<file path="config.mk">
export PLATFORM = sky130hd
export DESIGN_NAME = eeprom_arbiter
export DESIGN_NICKNAME = d
export VERILOG_FILES = /design/src/rtl/eeprom_arbiter.sv
export SDC_FILE = /design/constraint.sdc
export NUM_CORES = 1
export LEC_CHECK = 0
export ABC_AREA = 1
export BUFFER_PORTS_ARGS = -buffer_cell sky130_fd_sc_hd__buf_2
export CAP_MARGIN = 20
export CORE_MARGIN = 2
export CORE_UTILIZATION = 30
export DETAILED_ROUTE_END_ITERATION = 8
export GPL_ROUTABILITY_DRIVEN = 0
export GPL_TIMING_DRIVEN = 0
export HOLD_SLACK_MARGIN = 0.05
export PLACE_DENSITY = 0.7
export REMOVE_ABC_BUFFERS = 1
export SLEW_MARGIN = 15
export SYNTH_ARGS = -nofsm -noshare
export SYNTH_HDL_FRONTEND = slang
export SYNTH_SLANG_ARGS = --single-unit
export TNS_END_PERCENT = 20
</file>
<file path="constraint.sdc">
create_clock -name clk -period 1.1 [get_ports clk]
set_clock_uncertainty 0.1 [all_clocks]
set_input_delay 0.33 -clock clk [delete_from_list [all_inputs] [get_ports clk]]
set_output_delay 0.33 -clock clk [all_outputs]
set_load 0.01 [all_outputs]
</file>
<file path="src/rtl/eeprom_arbiter.sv">
`default_nettype none
// +-------------------------------------------------------------------------+
// | eeprom_arbiter                                                          |
// | Round-robin arbiter/sequencer sharing one serial EEPROM engine between  |
// | two requesters. Optional BUSY timeout: define EEPROM_ARB_TIMEOUT_EN.    |
// | Revision: 1.0                                                           |
// +-------------------------------------------------------------------------+
module eeprom_arbiter #(
   parameter int TIMEOUT = 50000,
   parameter int TO_W    = 16
) (
   input  logic        clk,
   input  logic        reset,
   input  logic        req_a,
   input  logic        req_b,
   input  logic        rw_a,
   input  logic        rw_b,
   input  logic [10:0] addr_a,
   input  logic [10:0] addr_b,
   input  logic [7:0]  wdata_a,
   input  logic [7:0]  wdata_b,
   output logic        gnt_a,
   output logic        gnt_b,
   output logic        done_a,
   output logic        done_b,
   output logic        err_a,
   output logic        err_b,
   output logic [7:0]  rdata,
   output logic        e_wr,
   output logic        e_rd,
   output logic [10:0] e_addr,
   output logic [7:0]  e_wdata,
   output logic        e_oe,
   input  logic [7:0]  e_rdata,
   input  logic        e_ack
);

   typedef enum logic [2:0] {
      S_IDLE = 3'd0,
      S_ARB  = 3'd1,
      S_BUSY = 3'd2,
      S_DONE = 3'd3,
      S_GAP  = 3'd4
   } state_t;

   state_t state, state_nx;
   logic   owner;     // 0 = A, 1 = B
   logic   last;      // last granted id, same encoding
   logic   rw_q;
   logic   err_q;
   logic   win;
   logic   timeout_hit;

   // A tie goes to whoever was not granted last time.
   always_comb begin
      win = 1'b0;
      if (req_a && req_b)
         win = ~last;
      else if (!req_a)
         win = 1'b1;
   end

`ifdef EEPROM_ARB_TIMEOUT_EN
   logic [TO_W-1:0] to_cnt;

   always_ff @(posedge clk) begin
      if (!reset)
         to_cnt <= '0;
      else if (state == S_ARB)
         to_cnt <= '0;
      else if (state == S_BUSY)
         to_cnt <= to_cnt + 1'b1;
   end

   // An ACK on the terminal cycle takes precedence over the abort.
   assign timeout_hit = (to_cnt == TO_W'(TIMEOUT - 1)) && !e_ack;
`else
   // Untimed build: the timeout parameters have no effect.
   assign timeout_hit = 1'b0 & (TIMEOUT >= (1 << TO_W));
`endif

   always_ff @(posedge clk) begin
      if (!reset) begin
         state   <= S_IDLE;
         owner   <= 1'b0;
         last    <= 1'b1;
         rw_q    <= 1'b0;
         err_q   <= 1'b0;
         e_addr  <= '0;
         e_wdata <= '0;
         rdata   <= '0;
      end else begin
         state <= state_nx;
         if (state == S_IDLE && (req_a || req_b)) begin
            owner   <= win;
            last    <= win;
            rw_q    <= win ? rw_b    : rw_a;
            e_addr  <= win ? addr_b  : addr_a;
            e_wdata <= win ? wdata_b : wdata_a;
         end
         if (state == S_BUSY) begin
            err_q <= timeout_hit;
            if (e_ack && rw_q)
               rdata <= e_rdata;
         end
      end
   end

   always_comb begin
      state_nx = state;
      gnt_a    = 1'b0;
      gnt_b    = 1'b0;
      done_a   = 1'b0;
      done_b   = 1'b0;
      err_a    = 1'b0;
      err_b    = 1'b0;
      e_wr     = 1'b0;
      e_rd     = 1'b0;
      e_oe     = 1'b0;
      case (state)
         S_IDLE: begin
            if (req_a || req_b)
               state_nx = S_ARB;
         end
         S_ARB: begin
            gnt_a    = ~owner;
            gnt_b    = owner;
            state_nx = S_BUSY;
         end
         S_BUSY: begin
            gnt_a = ~owner;
            gnt_b = owner;
            e_wr  = ~rw_q;
            e_rd  = rw_q;
            e_oe  = ~rw_q;
            if (e_ack || timeout_hit)
               state_nx = S_DONE;
         end
         S_DONE: begin
            gnt_a    = ~owner;
            gnt_b    = owner;
            done_a   = ~owner;
            done_b   = owner;
            err_a    = ~owner & err_q;
            err_b    = owner & err_q;
            state_nx = S_GAP;
         end
         S_GAP: begin
            state_nx = S_IDLE;
         end
         default: begin
            state_nx = S_IDLE;
         end
      endcase
   end

endmodule
`default_nettype wire

</file>
## Yosys cells after proc, flatten, opt, wreduce, memory -nomap -nowiden

Cells that the tools add are included.

- Register bits: 33
- Input bits: 53
- Output and inout bits: 36
- Logic and storage cells: 37

- Eq/ne operators: 5
- Multiplexer cells: 14
- Bitwise logic cells: 3
- Reductions and logical operators: 8

Operator list:

| operator | number |
|---|---|
| 3-bit one-hot mux with 4 select lines | 1 |
| 11-bit two-way mux | 1 |
| 1-bit two-way mux | 9 |
| 8-bit two-way mux | 1 |
| 3-bit by 2-bit equality test with 1-bit output, second input constant | 2 |
| 3-bit two-way mux | 2 |
| 2-bit AND reduction | 2 |
| 3-bit by 1-bit equality test with 1-bit output, second input constant | 1 |
| 1-bit logical AND | 3 |
| 3-bit logical NOT | 1 |
| 1-bit NOT | 3 |
| 3-bit OR reduction | 1 |
| 2-bit by 1-bit != test with 1-bit output, second input constant | 1 |
| 2-bit != test, second input constant | 1 |
| 1-bit logical OR | 1 |

## Depth between registers and ports, before layout

- Depth after elaboration: 3
- Depth in mapped cells: 8
- Mapped depth without buffers: 7

## Worst setup path before layout

OpenSTA, ideal clock, no wires.

- Path type: reg-to-output
- From: reg state[0]
- To: out e_wr
- Arrival: 1.002 ns
- Required time: 0.670 ns
- Path slack: -0.332 ns
- Stages on the path, launching flop included: 5
- Path buffers: 1
- Cell sequence: dfxtp_1 -> nor2_4 -> nand2_1 -> nor2_1 -> buf_4

- Word-level cells in the longest chain between the ends: 2

Ends and longest elaborated chain:

| item | RTL line | text |
|---|---|---|
| start: declaration | 46 | `state_t state, state_nx;` |
| start signal: assignment | 93 | `state <= state_nx;` |
| 3-bit by 2-bit equality test with 1-bit output | n/a |  |
| 1-bit two-way mux | n/a |  |
| end: declaration | 29 | `output logic e_wr,` |

No other way between the ends.

## Final worst setup path

- From: reg state[0]
- To: out e_rd

- Word-level cells in the longest chain between the ends: 2

Ends and longest elaborated chain:

| item | RTL line | text |
|---|---|---|
| 3-bit by 2-bit equality test with 1-bit output | 120 | `case (state)` |
| 1-bit two-way mux | 120 |  |
| end: declaration | 30 | `output logic e_rd,` |

No other way between the ends.

==> run_results.csv <==
group,metric,value,unit
global_route,largest_net_degree_at_the_start_of_global_routing,42,
die,placementRows,28,
power_and_ir_drop,switching_share,32.98,%
drt,drt_iter0_drc,52,
sta,fmaxAchievable,660.9,MHz
place,place.port_buffers,86,
final_layout,final_layout_size_suffix_gt1_share,36.27,%
sta,final.hold.worst_slack,0.1748,ns
clock_tree,cts_buffers,5,
sta,setup-violations-final,65,
synthesis,synthDistinctLibCells,18,
final_layout,num-fill-cells,623,
sta,layout_worst_path_cycle_share,137.6,%
clock_tree,worst_setup_hold_path_clk_slew,0.06,ns
power_and_ir_drop,clock_power_share,23.7,%
synthesis,synthesis.area_per_instance,5.863,sq um
critical_path,worst-path-max-fanout,4,
clock_tree,cell_at_the_root_of_the_clock_tree,"clkbuf_8",
final_layout,design_area,2645,sq um
place,numPlacedInstances,453,
global_route,grt_pass1_vias,1707,
clock_tree,clock_tree_from_tritoncts,"built",
drt,drt-total-wl,4611,um
die,floorplan.initialDensity,30.67,%
drt,postRouteAntennaNets,0,
clock_tree,htree_num_levels,2,
sta,drv_slew,0,
synthesis,synthesis.yosys.warnings,0,
final_layout,syn_to_final_growth,47.42,%
drt,post_drt_via_cell_ratio,3.919,
power_and_ir_drop,power.share.sequential,41.1,%
clock_tree,postCtsHoldBufs,0,
critical_path,timing.critical_path.arrival,1.08,ns
critical_path,timing.critical_path.from_type,"flop",
drt,number_of_search_and_repair_iterations_in_the_first_detailed_routing_pass,4,
die,core_area,5851,sq um
drt,routed_wire_length_per_instance,9.769,um
synthesis,synth.yosys.seq_area_share,36.82,%
critical_path,setup.worst_path.end_class,"output port",
synthesis,syn-cell-area,1794,sq um
sta,timing_hold_violations_final,0,
clock_tree,cts-root-to-sink-buffers,2,
final_layout,final_net_count,449,
power_and_ir_drop,power_leakage,0.001519,uW
final_layout,insertedDiodeCount,0,
global_route,grt_use_total,14.37,%
sta,fin_ws,-0.4131,ns
power_and_ir_drop,cellInternalPower,2436,uW
flow_run,max_cap_viol_count,0,
power_and_ir_drop,net_sw_power,1199,uW
power_and_ir_drop,ir_worst_vdd,0.0004660,V
global_route,gr-total-overflow,0,
critical_path,worst_ep_required_time,0.67,ns
global_route,grt_antenna_before_repair,0,
status,failing_checks,"setup timing",
die,ioPinCount,89,
sta,grt_setup_unrepaired,"yes",
status,outcome,"finished with violations",
critical_path,critical_path_class,"flop to output port",
place,placement.cell_area,2216,sq um
drt,num_vias,1850,
clock_tree,worst_skew_pair.late_latency,0.27,ns
sta,min_period,1.513,ns
synthesis,synth-seq-cells,33,
place,dp_hpwl,2838,um
power_and_ir_drop,total_power,3635,uW
drt,drcViolationCount,0,
final_layout,layout.cells.non_filler,472,
power_and_ir_drop,cellPowerDensity,1374,nW/um^2
die,die_x,81.34,um
die,die_h,81.34,um
final_layout,layout.core_utilization,45.21,%
hold_path,hold_path.class,"primary input to flop",
clock_tree,clkSinkCount,33,
synthesis,postSynthCellCount,306,
die,dieArea,6615,sq um
global_route,grt_pass1_wl,7300,um
power_and_ir_drop,combinationalPowerShare,35.2,%
[power by group through the flow]
stage / clock (uW) / combinational (uW) / sequential, uW
floorplan: 0 / 552 / 1510
CTS: 910 / 1220 / 1490
global route: 950 / 1470 / 1510
global placement: 0 / 957 / 1460
detailed placement: 0 / 974 / 1460
finish: 860 / 1280 / 1490
[final cells by class]
class / count / area, sq um / area share (%)
Multi-Input combinational cell: 206 / 880.8 / 33.30
Sequential cell: 33 / 698.2 / 26.40
Timing Repair Buffer: 95 / 685.7 / 25.92
Inverter: 55 / 206.4 / 7.805
Tap cell: 75 / 93.84 / 3.548
Clock buffer: 8 / 80.08 / 3.027
[cell usage after synthesis]
master    number  share of area [%]
a21oi_1        1               0.28
nor3_1         1               0.28
o21ai_0        1               0.28
nand3_2        1               0.56
nor2_1        86                 18
a21oi_2        1               0.49
nand2_2        2               0.70
nand4_4        1                1.2
nand2_1      103                 22
clkbuf_1       4               0.84
conb_1         1               0.21
inv_1         55                 12
buf_6          5                3.1
dfxtp_1       33                 37
buf_4          3                1.3
nand3_1        3               0.84
nor2_4         2                1.3
buf_2          3               0.84
[metal layers]
layer / track usage [%] / vias up / share of wire [%]
li1: - / 1046 / -
met1: 15.43 / 740 / 42
met2: 26.07 / 62 / 50
met3: 5.778 / 2 / 7.9
met4: 3.559 / 0 / 0.22
met5: 0 / - / 0
[cell families after synthesis]
group | share of synthesized area [%]
other | 0.2090
and+or+nand+nor | 44.35
AOI/OAI and AO/OA | 1.046
buffers and inverters | 17.57
DFF | 36.82
[timing repair]
action | 4_1_cts | 5_1_grt
setup endpoints to repair | 64 | 66
gates resized for setup | 65 | 6
buffers inserted | 6 | 3
gates cloned | 1 | 1
pin swaps | 5 | 2
[final timing paths]
check / to / slack (ns) / from / depth (start not counted)
hold / removal: rdata[5] / 0.17 / e_rdata[5] / 3
setup / recovery: e_rd / -0.41 / state[0] / 4
setup reg to reg: e_wdata[0] / -0.32 / state[0] / 8
hold reg to reg: last / 0.37 / last / 2
[metrics by stage]
stage | setup slack (ns) | TNS (ns)
after floorplan | -0.3798 | -8.995
after global placement | -0.8381 | -19.96
after detailed placement | -0.4982 | -12.69
after CTS | -0.4227 | -11.64
after global routing | -0.4715 | -15.16
final | -0.4131 | -10.80
[critical path, cell delays in order, from the launching register on]
cell and delay, ns:
dfxtp_2 0.35, nor2_4 0.11, nand2_2 0.09, nor2_1 0.11, buf_2 0.14
[cell usage in the layout (no fill, tap or decap)]
| cell type | n |
|---|---|
| a21oi_1 | 1 |
| a21oi_2 | 1 |
| buf_2 | 56 |
| buf_4 | 8 |
| buf_6 | 30 |
| clkbuf_1 | 3 |
| clkbuf_4 | 1 |
| clkbuf_8 | 5 |
| conb_1 | 2 |
| dfxtp_1 | 3 |
| dfxtp_2 | 30 |
| inv_1 | 55 |
| nand2_1 | 101 |
| nand2_2 | 2 |
| nand2_4 | 2 |
| nand3_1 | 2 |
| nand3_2 | 2 |
| nand3_4 | 1 |
| nand4_4 | 1 |
| nor2_1 | 84 |
| nor2_2 | 1 |
| nor2_4 | 4 |
| nor3_1 | 1 |
| o21ai_1 | 1 |
[state kept, by name (all words and copies together), names as in the netlist]
| register | cells |
|---|---|
| e_addr | 11 |
| e_wdata | 8 |
| last | 1 |
| owner | 1 |
| rdata | 8 |
| rw_q | 1 |
| state | 3 |
(Power assumes the default switching activity.)
